**src/rtl/l0_prefetch_pkg.sv**
```systemverilog
// Shared decode constants, prefetch entry type and RISC-V immediate helpers
// for the L0 branch-target prefetcher.
package l0_prefetch_pkg;

  localparam logic [6:0] OPC_BRANCH = 7'b1100011;
  localparam logic [6:0] OPC_JAL    = 7'b1101111;
  // Bit n set when funct3 == n is a real conditional branch (BEQ/BNE/BLT/BGE/BLTU/BGEU).
  localparam logic [7:0] BR_F3_VALID = 8'b1111_0011;

  localparam int unsigned PF_ADDR_W = 32;

  typedef struct packed {
    logic [PF_ADDR_W-1:0] addr;
    logic                 is_jal;
  } pf_entry_t;

  // Both immediates are returned at the J-type width so one adder serves both.
  function automatic logic signed [20:0] decode_b_imm(input logic [31:0] i);
    return {{8{i[31]}}, i[31], i[7], i[30:25], i[11:8], 1'b0};
  endfunction

  function automatic logic signed [20:0] decode_j_imm(input logic [31:0] i);
    return {i[31], i[19:12], i[20], i[30:21], 1'b0};
  endfunction

endpackage

```
**src/rtl/fifo_sync.sv**
```systemverilog
// Common synchronous FIFO primitive: registered storage, no fall-through,
// head visible on rdata_o whenever empty_o is low.
module fifo_sync #(
  parameter int unsigned WIDTH = 8,
  parameter int unsigned DEPTH = 4
) (
  input  logic             clk_i,
  input  logic             rst_ni,
  input  logic             flush_i,
  input  logic             push_i,
  input  logic [WIDTH-1:0] wdata_i,
  input  logic             pop_i,
  output logic [WIDTH-1:0] rdata_o,
  output logic             empty_o,
  output logic             full_o
);

  localparam int unsigned PTR_W = $clog2(DEPTH);

  logic [WIDTH-1:0] mem [DEPTH];
  logic [PTR_W-1:0] wr_ptr, rd_ptr;
  logic [PTR_W:0]   count;
  logic             do_push, do_pop;

  assign empty_o = (count == '0);
  assign full_o  = (count == (PTR_W+1)'(DEPTH));
  assign do_push = push_i && !full_o;
  assign do_pop  = pop_i && !empty_o;
  assign rdata_o = mem[rd_ptr];

  always_ff @(posedge clk_i or negedge rst_ni) begin
    if (!rst_ni) begin
      wr_ptr <= '0;
      rd_ptr <= '0;
      count  <= '0;
    end else if (flush_i) begin
      wr_ptr <= '0;
      rd_ptr <= '0;
      count  <= '0;
    end else begin
      if (do_push) wr_ptr <= wr_ptr + PTR_W'(1);
      if (do_pop)  rd_ptr <= rd_ptr + PTR_W'(1);
      case ({do_push, do_pop})
        2'b10:   count <= count + (PTR_W+1)'(1);
        2'b01:   count <= count - (PTR_W+1)'(1);
        default: count <= count;
      endcase
    end
  end

  // Storage is pure data; occupancy alone decides what is visible.
  always_ff @(posedge clk_i) begin
    if (do_push) mem[wr_ptr] <= wdata_i;
  end

endmodule

```
**src/rtl/l0_branch_decode.sv**
```systemverilog
// Combinational slot decoder: flags conditional branches and JAL and
// extracts the matching sign-extended immediate.
module l0_branch_decode
  import l0_prefetch_pkg::*;
(
  input  logic [31:0]        instr,
  output logic               match,
  output logic               is_jal,
  output logic signed [20:0] imm
);

  logic [6:0] opc;
  logic [2:0] f3;
  logic       is_br;

  assign opc    = instr[6:0];
  assign f3     = instr[14:12];
  assign is_br  = (opc == OPC_BRANCH) && BR_F3_VALID[f3];
  assign is_jal = (opc == OPC_JAL);
  assign match  = is_br || is_jal;
  assign imm    = is_jal ? decode_j_imm(instr) : decode_b_imm(instr);

endmodule

```
**src/rtl/l0_branch_prefetcher.sv**
```systemverilog
// Scans returned L0 lines one slot per cycle, turns branch/JAL targets into
// line addresses and queues them as prefetch requests for the refill path.
module l0_branch_prefetcher
  import l0_prefetch_pkg::*;
#(
  parameter int unsigned LINE_WIDTH    = 128,
  parameter int unsigned ADDR_WIDTH    = 32,
  parameter int unsigned FIFO_DEPTH    = 4,
  parameter bit          EN_BRANCH     = 1'b1,
  parameter bit          EN_JAL        = 1'b1,
  parameter bit          BACKWARD_ONLY = 1'b0
) (
  input  logic                  clk_i,
  input  logic                  rst_ni,
  input  logic                  flush_i,
  input  logic                  line_valid_i,
  output logic                  line_ready_o,
  input  logic [ADDR_WIDTH-1:0] line_addr_i,
  input  logic [LINE_WIDTH-1:0] line_data_i,
  output logic                  pf_valid_o,
  input  logic                  pf_ready_i,
  output logic [ADDR_WIDTH-1:0] pf_addr_o,
  output logic                  pf_is_jal_o,
  output logic                  busy_o
);

  localparam int unsigned NSLOT  = LINE_WIDTH / 32;
  localparam int unsigned SLOT_W = $clog2(NSLOT);
  localparam int unsigned OFF_W  = $clog2(LINE_WIDTH / 8);
  localparam logic [ADDR_WIDTH-1:0] LINE_MASK = {{(ADDR_WIDTH-OFF_W){1'b1}}, {OFF_W{1'b0}}};

  typedef enum logic {IDLE, SCAN} state_t;

  state_t                   state;
  logic [SLOT_W-1:0]        slot;
  logic [ADDR_WIDTH-1:0]    line_addr_q;
  logic [LINE_WIDTH-1:0]    line_data_q;
  logic                     lp_vld;
  logic [ADDR_WIDTH-1:0]    lp_addr;

  logic [31:0]              instr;
  logic                     dec_match, dec_is_jal;
  logic signed [20:0]       dec_imm;
  logic signed [ADDR_WIDTH-1:0] imm_ext;
  logic [ADDR_WIDTH-1:0]    pc, target, tline;
  logic                     type_en, bw_ok, want, push, stall;
  logic                     fifo_empty, fifo_full;
  pf_entry_t                push_e, head;

  assign instr = line_data_q[{slot, 5'b0} +: 32];

  l0_branch_decode u_decode (
    .instr  (instr),
    .match  (dec_match),
    .is_jal (dec_is_jal),
    .imm    (dec_imm)
  );

  assign imm_ext = ADDR_WIDTH'(dec_imm);
  assign pc      = line_addr_q + ADDR_WIDTH'({slot, 2'b00});
  assign target  = pc + $unsigned(imm_ext);
  assign tline   = target & LINE_MASK;

  assign type_en = dec_is_jal ? EN_JAL : EN_BRANCH;
  assign bw_ok   = !BACKWARD_ONLY || dec_is_jal || dec_imm[20];
  // Own-line targets are already resident; back-to-back repeats are redundant.
  assign want    = (state == SCAN) && dec_match && type_en && bw_ok &&
                   (tline != line_addr_q) && !(lp_vld && (tline == lp_addr));
  assign push    = want && !fifo_full;
  assign stall   = want && fifo_full;

  always_ff @(posedge clk_i or negedge rst_ni) begin
    if (!rst_ni) begin
      state  <= IDLE;
      slot   <= '0;
      lp_vld <= 1'b0;
    end else if (flush_i) begin
      state  <= IDLE;
      slot   <= '0;
      lp_vld <= 1'b0;
    end else begin
      case (state)
        IDLE: begin
          if (line_valid_i) begin
            state <= SCAN;
            slot  <= '0;
          end
        end
        SCAN: begin
          if (push) lp_vld <= 1'b1;
          if (!stall) begin
            if (slot == SLOT_W'(NSLOT - 1)) state <= IDLE;
            slot <= slot + SLOT_W'(1);
          end
        end
        default: state <= IDLE;
      endcase
    end
  end

  always_ff @(posedge clk_i) begin
    if ((state == IDLE) && line_valid_i) begin
      line_addr_q <= line_addr_i & LINE_MASK;
      line_data_q <= line_data_i;
    end
    if (push) lp_addr <= tline;
  end

  assign push_e.addr   = PF_ADDR_W'(tline);
  assign push_e.is_jal = dec_is_jal;

  fifo_sync #(
    .WIDTH ($bits(pf_entry_t)),
    .DEPTH (FIFO_DEPTH)
  ) u_fifo (
    .clk_i   (clk_i),
    .rst_ni  (rst_ni),
    .flush_i (flush_i),
    .push_i  (push),
    .wdata_i (push_e),
    .pop_i   (pf_valid_o && pf_ready_i),
    .rdata_o (head),
    .empty_o (fifo_empty),
    .full_o  (fifo_full)
  );

  assign line_ready_o = (state == IDLE);
  assign pf_valid_o   = !fifo_empty;
  assign pf_addr_o    = fifo_empty ? '0 : ADDR_WIDTH'(head.addr);
  assign pf_is_jal_o  = !fifo_empty && head.is_jal;
  assign busy_o       = (state == SCAN) || !fifo_empty;

endmodule

```
**config.mk**
```make
export PLATFORM = sky130hd
export DESIGN_NAME = l0_branch_prefetcher
export DESIGN_NICKNAME = d
export VERILOG_FILES = /design/src/rtl/l0_prefetch_pkg.sv /design/src/rtl/fifo_sync.sv /design/src/rtl/l0_branch_decode.sv /design/src/rtl/l0_branch_prefetcher.sv
export SDC_FILE = /design/constraint.sdc
export NUM_CORES = 1
export LEC_CHECK = 0
export CORE_ASPECT_RATIO = 0.8
export CORE_UTILIZATION = 60
export CTS_BUF_LIST = sky130_fd_sc_hd__clkbuf_16
export DETAILED_ROUTE_END_ITERATION = 8
export PLACE_DENSITY = 0.86
export SLEW_MARGIN = 5
export SYNTH_ARGS = -nofsm -noshare
export SYNTH_HDL_FRONTEND = slang
export SYNTH_SLANG_ARGS = --single-unit
```
**constraint.sdc**
```tcl
create_clock -name clk_i -period 17.9 [get_ports clk_i]
set_input_delay 1.79 -clock clk_i [delete_from_list [all_inputs] [get_ports clk_i]]
set_output_delay 1.79 -clock clk_i [all_outputs]
set_load 0.01 [all_outputs]
```
==> summary.txt <==
Status
  – Status: completed

Floorplan
  – Initial core utilization: 60.99%
  – Num rows: 51
  – Die width: 177.8 um
  – Core Box Area: 24,310 um^2
  – Die Ht: 142.6 um
  – # IOs: 201
  – Die area: 25,350 um^2

Timing
  – Final setup TNS: 0 ps
  – Maximum clock rate: 111.5 MHz
  – Final setup vio count: 0
  – Final WS setup: 8932 ps
  – Max transition margin: 32.47%
  – Clk_skew: 30.10 ps
  – Hold slack final: 545.5 ps
  – Minimum clock period: 8968 ps
  – Slew Limit Fails: 0
  – RSZ-0062 raised after global routing: false
  – Tcrit/Tclk final: 50.10%
  – Final-report hold violation count: 0
  – Worst Tran Pin Value: 1013 ps

Routing
  – Drt via density: 6.426
  – Routed wire per std cell: 25.14 um
  – Top layer in use: met4
  – WL met3: 3405 um
  – DR pass1 iterations: 6
  – Wl on met1: 16,480 um
  – Via count: 10,010
  – Detailed Route Iter0 Violations: 1,290
  – Drt drc: 0
  – WL final: 39,170 um
  – DR WL met2: 18,300 um
  – Routed Antenna Nets: 0

Synthesis
  – Async set or reset register ratio after synthesis: 3.679%
  – Cell Area, Synth: 14,830 um^2
  – Ys Warns: 0
  – Post-synth EDFFs: 288
  – Main flop type after synthesis: edfxtp_1
  – Seq/Total Area, Yosys: 60.19%
  – Post-synthesis register bit count: 299
  – Synth unique cells: 92
  – Synth Instances: 1,043
  – Syn Area/Cell: 14.22 um^2

Flow run
  – Max Cap Viol: 0

Global routing
  – Total congestion overflow: 0
  – Number of global-route vias before repair: 9,917
  – Antenna violations before repair: 0
  – Total track usage: 31.59%
  – First-pass GRT wire length: 58,690 um
  – Largest net degree at the start of global routing: 82

Clock tree
  – # clock sinks: 299
  – CTS max path bufs: 3
  – Hold_buf cts: 0
  – H-tree depth: 1
  – Root Buffer: clkbuf_16
  – CTS tree: built
  – Cts repair resizes: 0
  – Post-CTS Setup Bufs: 0
  – Clock transition at path regs: 70 ps
  – Num CTS Buffers: 29
  – Clk_lat worst skew: 590 ps

Placement
  – Place WS: 9258 ps
  – Final GP Congestion: 0.9356
  – Input/output buffers: 180
  – Post-Place Cells: 1,503
  – DP Wirelength: 28,460 um

Setup path
  – Crit path required time: 18,390 ps
  – Nature of the critical path endpoint: register
  – CP arrival: 9460 ps
  – Crit Path Class: register to register
  – CP Launch Type: register
  – CP max FO: 37

Final layout
  – Most common cell after layout, fill and taps aside: edfxtp_1
  – Final std cells w/o fill: 1,558
  – Nets@finish: 1,417
  – Synthesis-to-finish area growth: 20.27%
  – Layout cell share with drive strength beyond 1: 10.98%
  – Commonest cells after routing, fill and taps aside: edfxtp_1 (288), clkdlybuf4s50_1 (180), nand2_1 (84)

Worst hold path
  – Type of the worst min-delay path: register to register

Power
  – Pwr Density: 110.8 nW/um^2
  – Peak supply drop: 0.1229 mV
  – LEAKAGE: 6.065 nW
## power breakdown
| part | total (mW) | internal [mW] | switching, mW |
|---|---|---|---|
| Sequential | 0.832 | 0.820 | 0.0119 |
| Combinational | 0.535 | 0.245 | 0.290 |
| Clock | 0.609 | 0.341 | 0.268 |
## sequential cells by signal (all words and copies together) (netlist names)
| register | flops |
|---|---|
| line_addr_q | 28 |
| line_data_q | 116 |
| lp_addr | 28 |
| lp_vld | 1 |
| slot | 2 |
| state | 1 |
| u_fifo.count | 3 |
| u_fifo.mem | 116 |
| u_fifo.rd_ptr | 2 |
| u_fifo.wr_ptr | 2 |
## worst max-delay path: stages (launching register included)
cell and delay, ps:
dfrtp_2 340, buf_4 480, mux4_2 640, nand2_1 240, a21o_2 420, mux4_2 380, nand2_1 100, nand2_1 80
ha_1 460, a21oi_1 530, o21a_1 280, o21ai_1 190, a2111oi_0 720, o21ai_0 390, xor2_1 670, xor2_1 200
nor4_1 260, nand3_1 210, o41a_1 600, a21boi_2 270, inv_1 80, fa_1 380, or4_1 540, and3b_1 180
nor3_1 160
## worst paths after layout
path,cells past startpoint,to,slack (ps),from
worst max-delay path,24,u_fifo.count[2]$_DFFE_PN0P_,8930,slot[0]$_DFFE_PN0P_
worst min-delay path,2,lp_vld$_DFFE_PN0P_,550,lp_vld$_DFFE_PN0P_
worst max register to register,24,u_fifo.count[2]$_DFFE_PN0P_,8930,slot[0]$_DFFE_PN0P_
worst min register to register,2,lp_vld$_DFFE_PN0P_,550,lp_vld$_DFFE_PN0P_
max in group asynchronous,1,slot[0]$_DFFE_PN0P_,15960,rst_ni
min in group asynchronous,1,u_fifo.rd_ptr[1]$_DFFE_PN0P_,1560,rst_ni
## per-stage QoR
stage | cell area (um^2) | total power, mW | utilization, %
6_report | 17830 | 1.976 | 73.35
3_3_place_gp | 16880 | 1.359 | 69.43
4_1_cts | 17830 | 1.980 | 73.34
2_1_floorplan | 14840 | 1.163 | -
5_1_grt | 17830 | 2.051 | 73.34
3_5_place_dp | 16880 | 1.374 | 69.43
## final cells by class
type                       count  area (um^2)
fill                        1520         6480
antenna                        1        2.502
multi-input combinational    673         5604
clock buffer                  29        725.7
tap                          318        397.9
sequential                   299         8926
inverter                      26        97.59
timing repair buffer         187         1854
clock inverter                25        224.0
## kinds of logic (layout without fill, tap and decap cells)
kind of cell / after synthesis / after routing / share of synthesized area (%)
other cells: 1 / 5 / 0.02529
compound gates: 199 / 199 / 9.975
xor+xnor: 84 / 84 / 5.705
mux: 59 / 59 / 8.456
buf+inv: 74 / 267 / 2.228
simple gates: 291 / 291 / 10.34
flops: 299 / 299 / 60.19
fa+ha+maj: 36 / 36 / 3.089
## layer usage
| metal | vias up | global-route usage (%) |
|---|---|---|
| met2 | 537 | 49.14 |
| met3 | 71 | 6.437 |
| li1 | 4443 | - |
| met5 | - | 0 |
| met1 | 4961 | 45.85 |
| met4 | 0 | 7.737 |
## synth_stat cells (all sizes together), types with 6 or more instances
library cell,count,area [um^2]
a211oi,8,82.58
a21o,11,83.83
a21oi,45,232.7
and2,38,237.7
and3,13,81.33
buf,18,120.1
clkbuf,30,112.6
dfrtp,11,275.3
edfxtp,288,8648
ha,35,437.9
inv,25,93.84
mux2i,7,82.58
mux4,52,1171
nand2,84,315.3
nand3,12,60.06
nand4,23,143.9
nor2,50,187.7
nor3,21,105.1
nor4,10,68.81
o211ai,7,52.55
o21a,9,67.56
o21ai,41,205.2
o22ai,7,43.79
o311ai,7,76.33
o31ai,6,63.81
o41ai,6,90.08
or3,7,43.79
xnor2,41,359.1
xnor3,8,180.2
xor2,35,306.5
No activity file was read; power rests on OpenSTA's default activity.
